[src/rtl/oc8051_irq_ctrl_pkg.sv]
// Shared constants and types for the oc8051 interrupt controller: SFR addresses,
// TCON bit positions, source indices and the priority-encoder result type.
package oc8051_irq_ctrl_pkg;

   localparam logic [7:0] SfrTcon = 8'h88;
   localparam logic [7:0] SfrIe   = 8'hA8;
   localparam logic [7:0] SfrIp   = 8'hB8;

   localparam logic [7:0] TconRst = 8'h00;
   localparam logic [7:0] IeRst   = 8'h00;
   localparam logic [7:0] IpRst   = 8'h00;

   // Reserved bits read back as zero.
   localparam logic [7:0] IeMask  = 8'h9F;
   localparam logic [7:0] IpMask  = 8'h1F;

   localparam int TconIt0 = 0;
   localparam int TconIe0 = 1;
   localparam int TconIt1 = 2;
   localparam int TconIe1 = 3;
   localparam int TconTr0 = 4;
   localparam int TconTf0 = 5;
   localparam int TconTr1 = 6;
   localparam int TconTf1 = 7;

   localparam int NumSrc = 5;

   typedef enum logic [2:0] {
      SrcIe0  = 3'd0,
      SrcTf0  = 3'd1,
      SrcIe1  = 3'd2,
      SrcTf1  = 3'd3,
      SrcUart = 3'd4
   } irq_src_e;

   typedef enum logic [1:0] {
      StIdle,
      StLo,
      StHi,
      StLoHi
   } is_state_e;

   typedef struct packed {
      logic     valid;
      logic     level;
      irq_src_e idx;
   } prio_res_t;

   function automatic logic [7:0] vec_of(input logic [7:0] base, input irq_src_e src);
      return base + {2'b00, src, 3'b000};
   endfunction

endpackage

[src/rtl/oc8051_irq_ctrl_if.sv]
// SFR bus, interrupt sources and CPU handshake of the oc8051 interrupt controller.
// The master side (CPU/peripherals) drives requests; the slave side is the controller.
interface oc8051_irq_ctrl_if;

   logic [7:0] wr_addr;
   logic [7:0] rd_addr;
   logic [7:0] data_in;
   logic       bit_in;
   logic       wr;
   logic       wr_bit;
   logic       int0_n;
   logic       int1_n;
   logic       tf0_in;
   logic       tf1_in;
   logic       uart_int;
   logic       int_ack;
   logic       reti;
   logic       int_req;
   logic [7:0] int_vec;
   logic       tr0;
   logic       tr1;
   logic [7:0] data_out;

   modport master (
      output wr_addr, rd_addr, data_in, bit_in, wr, wr_bit,
      output int0_n, int1_n, tf0_in, tf1_in, uart_int, int_ack, reti,
      input  int_req, int_vec, tr0, tr1, data_out
   );

   modport slave (
      input  wr_addr, rd_addr, data_in, bit_in, wr, wr_bit,
      input  int0_n, int1_n, tf0_in, tf1_in, uart_int, int_ack, reti,
      output int_req, int_vec, tr0, tr1, data_out
   );

endinterface

[src/rtl/oc8051_irq_prio.sv]
// Combinational 5-source, 2-level priority encoder: high-priority (IP=1) pending
// sources beat low ones; within a level the lowest source index wins.
module oc8051_irq_prio
   import oc8051_irq_ctrl_pkg::*;
(
   input  logic [4:0] pending,
   input  logic [4:0] ip,
   output prio_res_t  res
);

   logic [4:0] hi_pend;
   logic [4:0] lo_pend;

   always_comb begin
      hi_pend = pending & ip;
      lo_pend = pending & ~ip;
      res     = '{valid: 1'b0, level: 1'b0, idx: SrcIe0};
      // Scan downwards so the lowest index is the last (winning) assignment.
      for (int i = NumSrc - 1; i >= 0; i--) begin
         if (lo_pend[i]) begin
            res = '{valid: 1'b1, level: 1'b0, idx: irq_src_e'(3'(i))};
         end
      end
      for (int i = NumSrc - 1; i >= 0; i--) begin
         if (hi_pend[i]) begin
            res = '{valid: 1'b1, level: 1'b1, idx: irq_src_e'(3'(i))};
         end
      end
   end

endmodule

[src/rtl/oc8051_irq_ctrl.sv]
// oc8051 interrupt controller: owns TCON/IE/IP, arbitrates 5 sources over 2 nested
// priority levels. Define OC8051_IRQ_SYNC_EN to add 2-flop synchronizers on int0_n/int1_n.
module oc8051_irq_ctrl
   import oc8051_irq_ctrl_pkg::*;
#(
   parameter logic [7:0] VEC_BASE = 8'h03
) (
   input logic               clk,
   input logic               rst,
   oc8051_irq_ctrl_if.slave  bus
);

   logic int0_pin;
   logic int1_pin;

`ifdef OC8051_IRQ_SYNC_EN
   logic [1:0] int0_sync_q;
   logic [1:0] int1_sync_q;

   always_ff @(posedge clk or posedge rst) begin
      if (rst) begin
         int0_sync_q <= 2'b11;
         int1_sync_q <= 2'b11;
      end else begin
         int0_sync_q <= {int0_sync_q[0], bus.int0_n};
         int1_sync_q <= {int1_sync_q[0], bus.int1_n};
      end
   end

   assign int0_pin = int0_sync_q[1];
   assign int1_pin = int1_sync_q[1];
`else
   assign int0_pin = bus.int0_n;
   assign int1_pin = bus.int1_n;
`endif

   logic [7:0] tcon_q, tcon_d;
   logic [7:0] ie_q, ie_d;
   logic [7:0] ip_q, ip_d;
   logic       tf0_prev_q, tf1_prev_q;
   logic       int0_prev_q, int1_prev_q;
   is_state_e  is_state_q, is_state_d;
   logic       int_req_q, int_req_d;
   logic [7:0] int_vec_q, int_vec_d;
   irq_src_e   int_src_q, int_src_d;
   logic       int_lvl_q, int_lvl_d;
   logic [7:0] data_out_q, data_out_d;

   logic       ack;
   logic [2:0] bit_sel;
   logic       byte_wr, bit_wr;
   logic [7:0] bit_wr_sfr;
   logic [4:0] flags;
   logic [4:0] pending;
   prio_res_t  cand;
   logic       hi_is, lo_is;
   logic       allowed;
   logic       hi_n, lo_n;

   assign ack        = bus.int_ack & int_req_q;
   assign bit_sel    = bus.wr_addr[2:0];
   assign byte_wr    = bus.wr & ~bus.wr_bit;
   assign bit_wr     = bus.wr & bus.wr_bit;
   assign bit_wr_sfr = {bus.wr_addr[7:3], 3'b000};

   // Order matters: software write, then ack clear, then hardware set wins.
   always_comb begin
      tcon_d = tcon_q;
      if (byte_wr && bus.wr_addr == SfrTcon) begin
         tcon_d = bus.data_in;
      end else if (bit_wr && bit_wr_sfr == SfrTcon) begin
         tcon_d[bit_sel] = bus.bit_in;
      end
      if (ack) begin
         case (int_src_q)
            SrcIe0:  tcon_d[TconIe0] = 1'b0;
            SrcTf0:  tcon_d[TconTf0] = 1'b0;
            SrcIe1:  tcon_d[TconIe1] = 1'b0;
            SrcTf1:  tcon_d[TconTf1] = 1'b0;
            default: ;
         endcase
      end
      if (bus.tf0_in && !tf0_prev_q) tcon_d[TconTf0] = 1'b1;
      if (bus.tf1_in && !tf1_prev_q) tcon_d[TconTf1] = 1'b1;
      // Level mode overrides any write or ack clear of IEx.
      if (tcon_d[TconIt0]) begin
         if (int0_prev_q && !int0_pin) tcon_d[TconIe0] = 1'b1;
      end else begin
         tcon_d[TconIe0] = ~int0_pin;
      end
      if (tcon_d[TconIt1]) begin
         if (int1_prev_q && !int1_pin) tcon_d[TconIe1] = 1'b1;
      end else begin
         tcon_d[TconIe1] = ~int1_pin;
      end
   end

   always_comb begin
      ie_d = ie_q;
      ip_d = ip_q;
      if (byte_wr && bus.wr_addr == SfrIe) ie_d = bus.data_in;
      if (bit_wr && bit_wr_sfr == SfrIe)   ie_d[bit_sel] = bus.bit_in;
      if (byte_wr && bus.wr_addr == SfrIp) ip_d = bus.data_in;
      if (bit_wr && bit_wr_sfr == SfrIp)   ip_d[bit_sel] = bus.bit_in;
      ie_d = ie_d & IeMask;
      ip_d = ip_d & IpMask;
   end

   assign flags   = {bus.uart_int, tcon_q[TconTf1], tcon_q[TconIe1],
                     tcon_q[TconTf0], tcon_q[TconIe0]};
   assign pending = flags & ie_q[4:0] & {5{ie_q[7]}};

   oc8051_irq_prio u_prio (
      .pending (pending),
      .ip      (ip_q[4:0]),
      .res     (cand)
   );

   assign hi_is   = (is_state_q == StHi) || (is_state_q == StLoHi);
   assign lo_is   = (is_state_q == StLo) || (is_state_q == StLoHi);
   assign allowed = cand.valid & (cand.level ? ~hi_is : ~(hi_is | lo_is));

   // In-service tracking: reti retires the innermost level, ack opens a new one.
   always_comb begin
      hi_n = hi_is;
      lo_n = lo_is;
      if (bus.reti) begin
         if (hi_n) hi_n = 1'b0;
         else      lo_n = 1'b0;
      end
      if (ack) begin
         if (int_lvl_q) hi_n = 1'b1;
         else           lo_n = 1'b1;
      end
      unique case ({hi_n, lo_n})
         2'b00: is_state_d = StIdle;
         2'b01: is_state_d = StLo;
         2'b10: is_state_d = StHi;
         2'b11: is_state_d = StLoHi;
      endcase
   end

   // A posted request keeps its vector until acknowledged.
   always_comb begin
      int_req_d = int_req_q;
      int_vec_d = int_vec_q;
      int_src_d = int_src_q;
      int_lvl_d = int_lvl_q;
      if (int_req_q) begin
         if (bus.int_ack) int_req_d = 1'b0;
      end else if (allowed) begin
         int_req_d = 1'b1;
         int_vec_d = vec_of(VEC_BASE, cand.idx);
         int_src_d = cand.idx;
         int_lvl_d = cand.level;
      end
   end

   // Reads use next-state values so same-cycle writes are bypassed.
   always_comb begin
      data_out_d = 8'h00;
      if (bus.rd_addr == SfrTcon)    data_out_d = tcon_d;
      else if (bus.rd_addr == SfrIe) data_out_d = ie_d;
      else if (bus.rd_addr == SfrIp) data_out_d = ip_d;
   end

   always_ff @(posedge clk or posedge rst) begin
      if (rst) begin
         tcon_q      <= TconRst;
         ie_q        <= IeRst;
         ip_q        <= IpRst;
         tf0_prev_q  <= 1'b0;
         tf1_prev_q  <= 1'b0;
         int0_prev_q <= 1'b0;
         int1_prev_q <= 1'b0;
         is_state_q  <= StIdle;
         int_req_q   <= 1'b0;
         int_vec_q   <= 8'h00;
         int_src_q   <= SrcIe0;
         int_lvl_q   <= 1'b0;
         data_out_q  <= 8'h00;
      end else begin
         tcon_q      <= tcon_d;
         ie_q        <= ie_d;
         ip_q        <= ip_d;
         tf0_prev_q  <= bus.tf0_in;
         tf1_prev_q  <= bus.tf1_in;
         int0_prev_q <= int0_pin;
         int1_prev_q <= int1_pin;
         is_state_q  <= is_state_d;
         int_req_q   <= int_req_d;
         int_vec_q   <= int_vec_d;
         int_src_q   <= int_src_d;
         int_lvl_q   <= int_lvl_d;
         data_out_q  <= data_out_d;
      end
   end

   assign bus.int_req  = int_req_q;
   assign bus.int_vec  = int_vec_q;
   assign bus.tr0      = tcon_q[TconTr0];
   assign bus.tr1      = tcon_q[TconTr1];
   assign bus.data_out = data_out_q;

endmodule

[src/flat_wrapper.sv]
// flat-port wrapper written by rule: the top's interface ports become plain ports
module oc8051_irq_ctrl_flat import oc8051_irq_ctrl_pkg::*;
#(
   parameter logic [7:0] VEC_BASE = 8'h03
)
  (clk, rst, bus_wr_addr, bus_rd_addr, bus_data_in, bus_bit_in, bus_wr, bus_wr_bit, bus_int0_n, bus_int1_n, bus_tf0_in, bus_tf1_in, bus_uart_int, bus_int_ack, bus_reti, bus_int_req, bus_int_vec, bus_tr0, bus_tr1, bus_data_out);
  oc8051_irq_ctrl_if bus_i ();
  input logic clk;
  input logic rst;
  input wire logic [$bits(bus_i.wr_addr)-1:0] bus_wr_addr;
  input wire logic [$bits(bus_i.rd_addr)-1:0] bus_rd_addr;
  input wire logic [$bits(bus_i.data_in)-1:0] bus_data_in;
  input wire logic [$bits(bus_i.bit_in)-1:0] bus_bit_in;
  input wire logic [$bits(bus_i.wr)-1:0] bus_wr;
  input wire logic [$bits(bus_i.wr_bit)-1:0] bus_wr_bit;
  input wire logic [$bits(bus_i.int0_n)-1:0] bus_int0_n;
  input wire logic [$bits(bus_i.int1_n)-1:0] bus_int1_n;
  input wire logic [$bits(bus_i.tf0_in)-1:0] bus_tf0_in;
  input wire logic [$bits(bus_i.tf1_in)-1:0] bus_tf1_in;
  input wire logic [$bits(bus_i.uart_int)-1:0] bus_uart_int;
  input wire logic [$bits(bus_i.int_ack)-1:0] bus_int_ack;
  input wire logic [$bits(bus_i.reti)-1:0] bus_reti;
  output wire logic [$bits(bus_i.int_req)-1:0] bus_int_req;
  output wire logic [$bits(bus_i.int_vec)-1:0] bus_int_vec;
  output wire logic [$bits(bus_i.tr0)-1:0] bus_tr0;
  output wire logic [$bits(bus_i.tr1)-1:0] bus_tr1;
  output wire logic [$bits(bus_i.data_out)-1:0] bus_data_out;
  assign bus_i.wr_addr = bus_wr_addr;
  assign bus_i.rd_addr = bus_rd_addr;
  assign bus_i.data_in = bus_data_in;
  assign bus_i.bit_in = bus_bit_in;
  assign bus_i.wr = bus_wr;
  assign bus_i.wr_bit = bus_wr_bit;
  assign bus_i.int0_n = bus_int0_n;
  assign bus_i.int1_n = bus_int1_n;
  assign bus_i.tf0_in = bus_tf0_in;
  assign bus_i.tf1_in = bus_tf1_in;
  assign bus_i.uart_int = bus_uart_int;
  assign bus_i.int_ack = bus_int_ack;
  assign bus_i.reti = bus_reti;
  assign bus_int_req = bus_i.int_req;
  assign bus_int_vec = bus_i.int_vec;
  assign bus_tr0 = bus_i.tr0;
  assign bus_tr1 = bus_i.tr1;
  assign bus_data_out = bus_i.data_out;
  oc8051_irq_ctrl #(.VEC_BASE(VEC_BASE)) u_core (.clk(clk), .rst(rst), .bus(bus_i));
endmodule
[config.mk]
export PLATFORM = sky130hd
export DESIGN_NAME = oc8051_irq_ctrl_flat
export DESIGN_NICKNAME = d
export VERILOG_FILES = /design/src/rtl/oc8051_irq_ctrl_pkg.sv /design/src/rtl/oc8051_irq_ctrl_if.sv /design/src/rtl/oc8051_irq_prio.sv /design/src/rtl/oc8051_irq_ctrl.sv /design/src/flat_wrapper.sv
export SDC_FILE = /design/constraint.sdc
export NUM_CORES = 1
export LEC_CHECK = 0
export CAP_MARGIN = 5
export CORE_MARGIN = 2
export CORE_UTILIZATION = 45
export CTS_CLUSTER_SIZE = 16
export DETAILED_ROUTE_END_ITERATION = 16
export PLACE_DENSITY = 0.74
export SLEW_MARGIN = 15
export SYNTH_ARGS = -nofsm -noshare
export SYNTH_HDL_FRONTEND = slang
export SYNTH_SLANG_ARGS = --single-unit
[constraint.sdc]
create_clock -name clk -period 2.7 [get_ports clk]
set_input_delay 0.54 -clock clk [delete_from_list [all_inputs] [get_ports clk]]
set_output_delay 0.54 -clock clk [all_outputs]
set_load 0.02 [all_outputs]
# Word level (Yosys, flattened, before mapping)
# Cells that the tools add are included.
classes:
  bitwise_logic: 16
  reduce_logical: 20
  n_lt_le_gt_ge: 2
  n_mux: 50
  n_eq_ne: 18
  add_sub_neg: 1
ops:
  columns: ["cell", "n"]
  rows:
  - ["$mux 5", 12]
  - ["$mux 8", 7]
  - ["$eq 8x8->1 const B", 6]
  - ["$mux 1", 26]
  - ["$bwmux 8", 3]
  - ["$and 5x5->5", 4]
  - ["$eq 5x5->1 const B", 3]
  - ["$logic_and 1x1->1", 11]
  - ["$eq 2x2->1 const B", 4]
  - ["$pmux 2 s4", 1]
  - ["$add 2x6->7 const A", 1]
  - ["$eq 3x2->1 const B", 2]
  - ["$not 1->1", 6]
  - ["$not 5->5", 1]
  - ["$and 1x1->1", 4]
  - ["$eq 2x1->1 const B", 2]
  - ["$logic_not 1->1", 4]
  - ["$lt 3x4->1 const B", 1]
  - ["$demux 1 s3", 1]
  - ["$eq 3x1->1 const B", 1]
  - ["$ge 3x1->1 const B", 1]
  - ["$logic_not 3->1", 1]
  - ["$logic_not 2->1", 1]
  - ["$logic_or 1x1->1", 2]
  - ["2 further kinds", 2]
totals:
  register_bits: 46
  output_inout_bits: 19

# Logic depth before layout (Yosys ltp)
# Gate-level depths: netlist (run 1).
depth:
  ltp_word: 17
  depth_mapped: 8
  mapped_depth_nobuf: 6

# Cells and area by module
# Synthesis (run 1) repeated with hierarchy kept, for this count alone.
unflattened:
  hier_cells: 248
  hier_area_um2: 2316.0
by_module_without_submodules:
  columns: ["module", "cells_each", "area_each_um2", "n_inst", "seq_area_each_um2"]
  rows:
  - ["oc8051_irq_ctrl", 226, 2163.3, 1, 975.9]
  - ["oc8051_irq_prio", 22, 152.6, 1, 0.0]

# Least setup slack after synthesis (run 1)
# OpenSTA, ideal clock, no wires.
synth_timing:
  path_type: "input port to flip-flop"
  startpoint: "in bus_wr_bit"
  endpoint: "reg u_core.data_out_q[7] (netlist: u_core.bus.data_out[7])"
  n_path_buf: 2
  cell_stages: 8
  setup_ns: 0.139
  required_ns: 2.561
  setup_slack_ns: 0.245
  t_arrival_ns: 2.316
  path_cell_list: "buf_6 -> or4_4 -> or3_1 -> buf_6 -> or2_0 -> a32o_2 -> mux2i_1 -> nor3_1"
synth_between:
  elab_chain_len: 8
  word_cells_on_any_way: 17
  cone_classes: "10 x mux; 3 x bitwise; 4 x reduce/logical"
synth_lines:
  columns: ["element", "line", "rtl"]
  rows:
  - ["start, declared", "flat_wrapper.sv:15", "input wire logic [$bits(bus_i.wr_bit)-1:0] bus_wr_bit;"]
  - ["$and 1x1->1 / $not 1->1 (equally long branches)", "oc8051_irq_ctrl.sv:63, oc8051_irq_ctrl.sv:62", null]
  - ["$logic_and 1x1->1 / $and 1x1->1 (equally long branches)", "oc8051_irq_ctrl.sv:71, oc8051_irq_ctrl.sv:62", null]
  - ["$mux 8 / $logic_and 1x1->1 (equally long branches)", "oc8051_irq_ctrl.sv:71, oc8051_irq_ctrl.sv:69", null]
  - ["$mux 8 (*)", "oc8051_irq_ctrl.sv:69", "if (byte_wr && bus.wr_addr == SfrTcon) begin"]
  - ["$mux 1", "oc8051_irq_ctrl.sv:75", "case (int_src_q)"]
  - ["$mux 1 (*)", "oc8051_irq_ctrl.sv:74", "if (ack) begin"]
  - ["$mux 1 (*)", "oc8051_irq_ctrl.sv:84", "if (bus.tf1_in && !tf1_prev_q) tcon_d[TconTf1] = 1'b1;"]
  - ["net u_core.tcon_d[7]", "oc8051_irq_ctrl.sv:37", "logic [7:0] tcon_q, tcon_d;"]
  - ["$mux 8 (*)", "oc8051_irq_ctrl.sv:162", "if (bus.rd_addr == SfrTcon) data_out_d = tcon_d;"]
  - ["net u_core.data_out_d[7]", "oc8051_irq_ctrl.sv:47", "logic [7:0] data_out_q, data_out_d;"]
  - ["end signal, assigned", "oc8051_irq_ctrl.sv:195", "data_out_q <= data_out_d;"]
  - ["end, declared", "oc8051_irq_ctrl.sv:47", null]
# Mark *: on every way through the listed nets, which the timed path passes. The rest lies on a longest branch.
# A chain may end at the register's enable or synchronous reset.

# Worst setup path after layout (run 1)
layout_timing:
  startpoint: "in bus_wr_bit"
  endpoint: "reg u_core.data_out_q[3] (netlist: u_core.bus.data_out[3])"
layout_between:
  elab_chain_len: 9
  word_cells_on_any_way: 24
  cone_classes: "15 x mux; 3 x bitwise; 6 x reduce/logical"
layout_lines:
  columns: ["element", "line", "rtl"]
  rows:
  - ["$and 1x1->1 / $not 1->1 (equally long branches)", "oc8051_irq_ctrl.sv:63, oc8051_irq_ctrl.sv:62", null]
  - ["$logic_and 1x1->1 / $and 1x1->1 (equally long branches)", "oc8051_irq_ctrl.sv:71, oc8051_irq_ctrl.sv:62", null]
  - ["$mux 8 / $logic_and 1x1->1 (equally long branches)", "oc8051_irq_ctrl.sv:71, oc8051_irq_ctrl.sv:69", null]
  - ["$mux 8 (*)", "oc8051_irq_ctrl.sv:69", null]
  - ["$mux 1", "oc8051_irq_ctrl.sv:75", null]
  - ["$mux 1", "oc8051_irq_ctrl.sv:74", null]
  - ["$mux 1", "oc8051_irq_ctrl.sv:92", "if (int1_prev_q && !int1_pin) tcon_d[TconIe1] = 1'b1;"]
  - ["$mux 1 (*)", "oc8051_irq_ctrl.sv:91", "if (tcon_d[TconIt1]) begin"]
  - ["net u_core.tcon_d[3]", "oc8051_irq_ctrl.sv:37", null]
  - ["$mux 8 (*)", "oc8051_irq_ctrl.sv:162", null]
  - ["net u_core.data_out_d[3]", "oc8051_irq_ctrl.sv:47", null]
# Marks and branches as above.

==> metrics.yaml, run 1 <==
cp-end-kind: "flip-flop"
routed_via_density: 5.71
start_util_pct: 46.0
cts_buffers: 5
status: "finished, final reports clean"
rrSetupSlack_ns: 0.50
die_area_um2: 5740
antenna_cells: 0
grt-ovfl-total: 0
pwr-share-comb_pct: 22.8
nets: 354
crit_fanout: 6
antenna_found_initial: 0
max_freq_mhz: 396
yosysMostFrequentCell: "dfrtp_1"
wire_per_inst_um: 16.5
grt_max_degree: 40
drv_cap: 0
synthAdderAreaFrac_pct: 0
wl_um: 6420
cts.sinks: 39
io_pins: 55
power.internal_uw: 971
synth_area_leaders: "dfrtp_1, a21oi_1, mux2i_1, nand3_1, inv_1"
netlist_area_um2: 2320
crit_type: "in -> reg"
ys_seq_elements: 39
numPlacedInstances: 381
final.fill_count: 432
synth_compound_area_share_pct: 22.1
slew_headroom_pct: 64.4
synth_cells: 248
synth.top_cell.area_share_pct: 42.1
drc: 0
ant_nets: 0
ys_warn_count: 0
clk_latency_ns: 0.30
layout.cells.non_filler: 389
startpoint: "bus_wr_bit"
core-area_um2: 5040
p_total_mw: 1.40
finalCritPeriodShare_pct: 93.6
rows: 26
cts_setup_buffers: 0
setup_viol: 0
avgSynthCellArea_um2: 9.35
utilization_pct: 61.9
synth_common_cells: "dfrtp_1, a21oi_1, inv_1, nand2_1, nand3_1"
ys_types: 58
cts_hold_buffers: 0
skew_ns: 0.00661
vias: 2222
synth-edff-count: 0
hp-class: "reg -> reg"
place.gp.congestion: 0.867
syn2layout_area_growth_pct: 34.6
worstReg2RegStart: "u_core.ie_q[7]$_DFF_PP0_"
h-tree-depth: 2
io_buffers: 51
cts.clk_slew.worst_paths_ns: 0.08
synthMuxAreaShare_pct: 6.31
worst_pin_slew_ns: 0.529
dp_hpwl_um: 4940
cp.required_ns: 2.90
switchingPower_uw: 429
tns_ns: 0
ys_seq_area_share_pct: 42.1
cts-root-buf: "clkbuf_8"
die_x_um: 75.8
grt_pass1_wl_um: 10700
grt_usage_pct: 25.0
pwr_density_cell_nw_per_um2: 448
cts_tree: "yes"
yosysTopAreaCell: "dfrtp_1"
switching_share_pct: 30.6
pwr-share-seq_pct: 48.0
synthSimpleGateAreaFrac_pct: 22.5
p_clk_share_pct: 29.2
start_kind: "input pin"
dp_slack_ns: -0.162
synthArstFlopShare_pct: 100
hp-start: "u_core.tf0_prev_q$_DFF_PP0_"
drt_pre_antenna_iters: 4
rsz0062_at_grt: "false"
synth-xor-area-share_pct: 0.378
fin_ws_ns: 0.173
initialDrtViolationCount: 151
synth_top_family_by_area: "simple AND/OR/NAND/NOR gates"
grt_pass1_vias: 2160
worstPathArrival_ns: 2.72
p_leak_nw: 1.35
ys.flop_type: "dfrtp_1"
layout-drive-gt1-share_pct: 15.7
hold_viol_final: 0
clockBufferDepth: 2
die_h_um: 75.8
layout_min_cycle_time_ns: 2.53
peakVddDrop_mv: 0.247
finalMaxSlewViolations: 0
stage by stage:
stage                     hold WS (ns)  instance area (um2)
final                            0.460                 3120
after global routing             0.489                 3120
after CTS                        0.470                 3120
after detailed placement         0.458                 3030
after global placement           0.458                 3030
after floorplan                  0.419                 2330
worst paths after layout:
| path | end | cells after the start |
|---|---|---|
| worst max-delay path | u_core.bus.data_out[3]$_DFF_PP0_ | 7 |
| worst min-delay path | u_core.tcon_q[5]$_DFF_PP0_ | 1 |
| worst max register to register | u_core.int_src_q[0]$_DFFE_PP0P_ | 6 |
| worst min register to register | u_core.tcon_q[5]$_DFF_PP0_ | 1 |
| max in group asynchronous | u_core.bus.int_vec[1]$_DFFE_PP0P_ | 3 |
| min in group asynchronous | u_core.bus.data_out[5]$_DFF_PP0_ | 3 |
layer usage:
layer  track usage, %  vias to the layer above  part of all wire (%)
li1                 -                     1068                     -
met4             7.02                        0                   1.3
met5                0                        -                     0
met2             39.0                       83                    47
met1             34.2                     1063                    44
met3             6.88                        8                   7.7
state kept, by name, indices dropped and copies added (netlist names):
register / count
u_core.bus.data_out: 8
u_core.int_lvl_q: 1
u_core.tf1_prev_q: 1
u_core.int0_prev_q: 1
u_core.ie_q: 6
u_core.int1_prev_q: 1
u_core.ip_q: 5
u_core.tf0_prev_q: 1
u_core.bus.int_vec: 1
u_core.int_src_q: 3
u_core.is_state_q: 2
u_core.bus.int_req: 1
u_core.tcon_q: 8
kinds of logic (layout without fill, tap and decap cells):
family,after synthesis,in the layout
other,1,3
muxes,14,14
DFF,39,39
and+or+nand+nor,89,89
AOI/OAI and AO/OA,72,72
buffers and inverters,32,101
xor gates and xnor gates,1,1
layout by cell type, fill, tap and decap left out, types with 3 or more instances in the layout:
master	count
a21oi_1	19
a22oi_1	4
and3_1	4
buf_4	27
clkbuf_8	5
clkdlybuf4s50_1	51
conb_1	3
dfrtp_1	39
inv_1	15
mux2_2	5
mux2i_1	9
nand2_1	14
nand3_1	13
nand4_1	3
nand4b_1	3
nand4bb_1	3
nor2_1	12
nor3_1	6
nor3b_1	4
nor4_1	4
o21ai_0	10
o22ai_1	5
o2bb2ai_1	5
o31ai_1	5
or2_2	4
or3_1	3
or4_1	3
critical path, stage by stage:
cell and delay (ns):
clkdlybuf4s50_1 0.44, or4_4 0.54, or3_1 0.48, buf_4 0.20
a21o_1 0.14, a41o_1 0.25, o2bb2ai_1 0.12
cell type report:
type | count | area [um2] | area share, %
multi-input combinational | 179 | 1200 | 38.4
sequential | 39 | 976 | 31.3
timing repair buffer | 78 | 713 | 22.8
tap | 70 | 87.6 | 2.81
clock buffer | 5 | 68.8 | 2.20
inverter | 15 | 56.3 | 1.80
clock inverter | 3 | 20.0 | 0.641
power groups by stage:
stage | logic (mW) | registers [mW] | clock network [mW]
floorplan | 0.154 | 0.694 | 0
global placement | 0.313 | 0.682 | 0
detailed placement | 0.318 | 0.684 | 0
CTS | 0.319 | 0.672 | 0.409
global route | 0.351 | 0.679 | 0.435
finish | 0.319 | 0.673 | 0.408
timing repair:
| action | in CTS | in global routing |
|---|---|---|
| endpoints found under the hold margin | 0 | 0 |
| setup endpoints to repair | 0 | 1 |
| gates resized for setup | 0 | 1 |
No activity file was read; power rests on OpenSTA's default activity.
==> inputs of run 2 (changes only) <==
--- a/config.mk
+++ b/config.mk
@@ -15,3 +15,4 @@
 export SYNTH_ARGS = -nofsm -noshare
 export SYNTH_HDL_FRONTEND = slang
 export SYNTH_SLANG_ARGS = --single-unit
+export TNS_END_PERCENT = 10
==> results of run 2 <==
No change in the layout: final DEF, timing and power equal those of run 1.
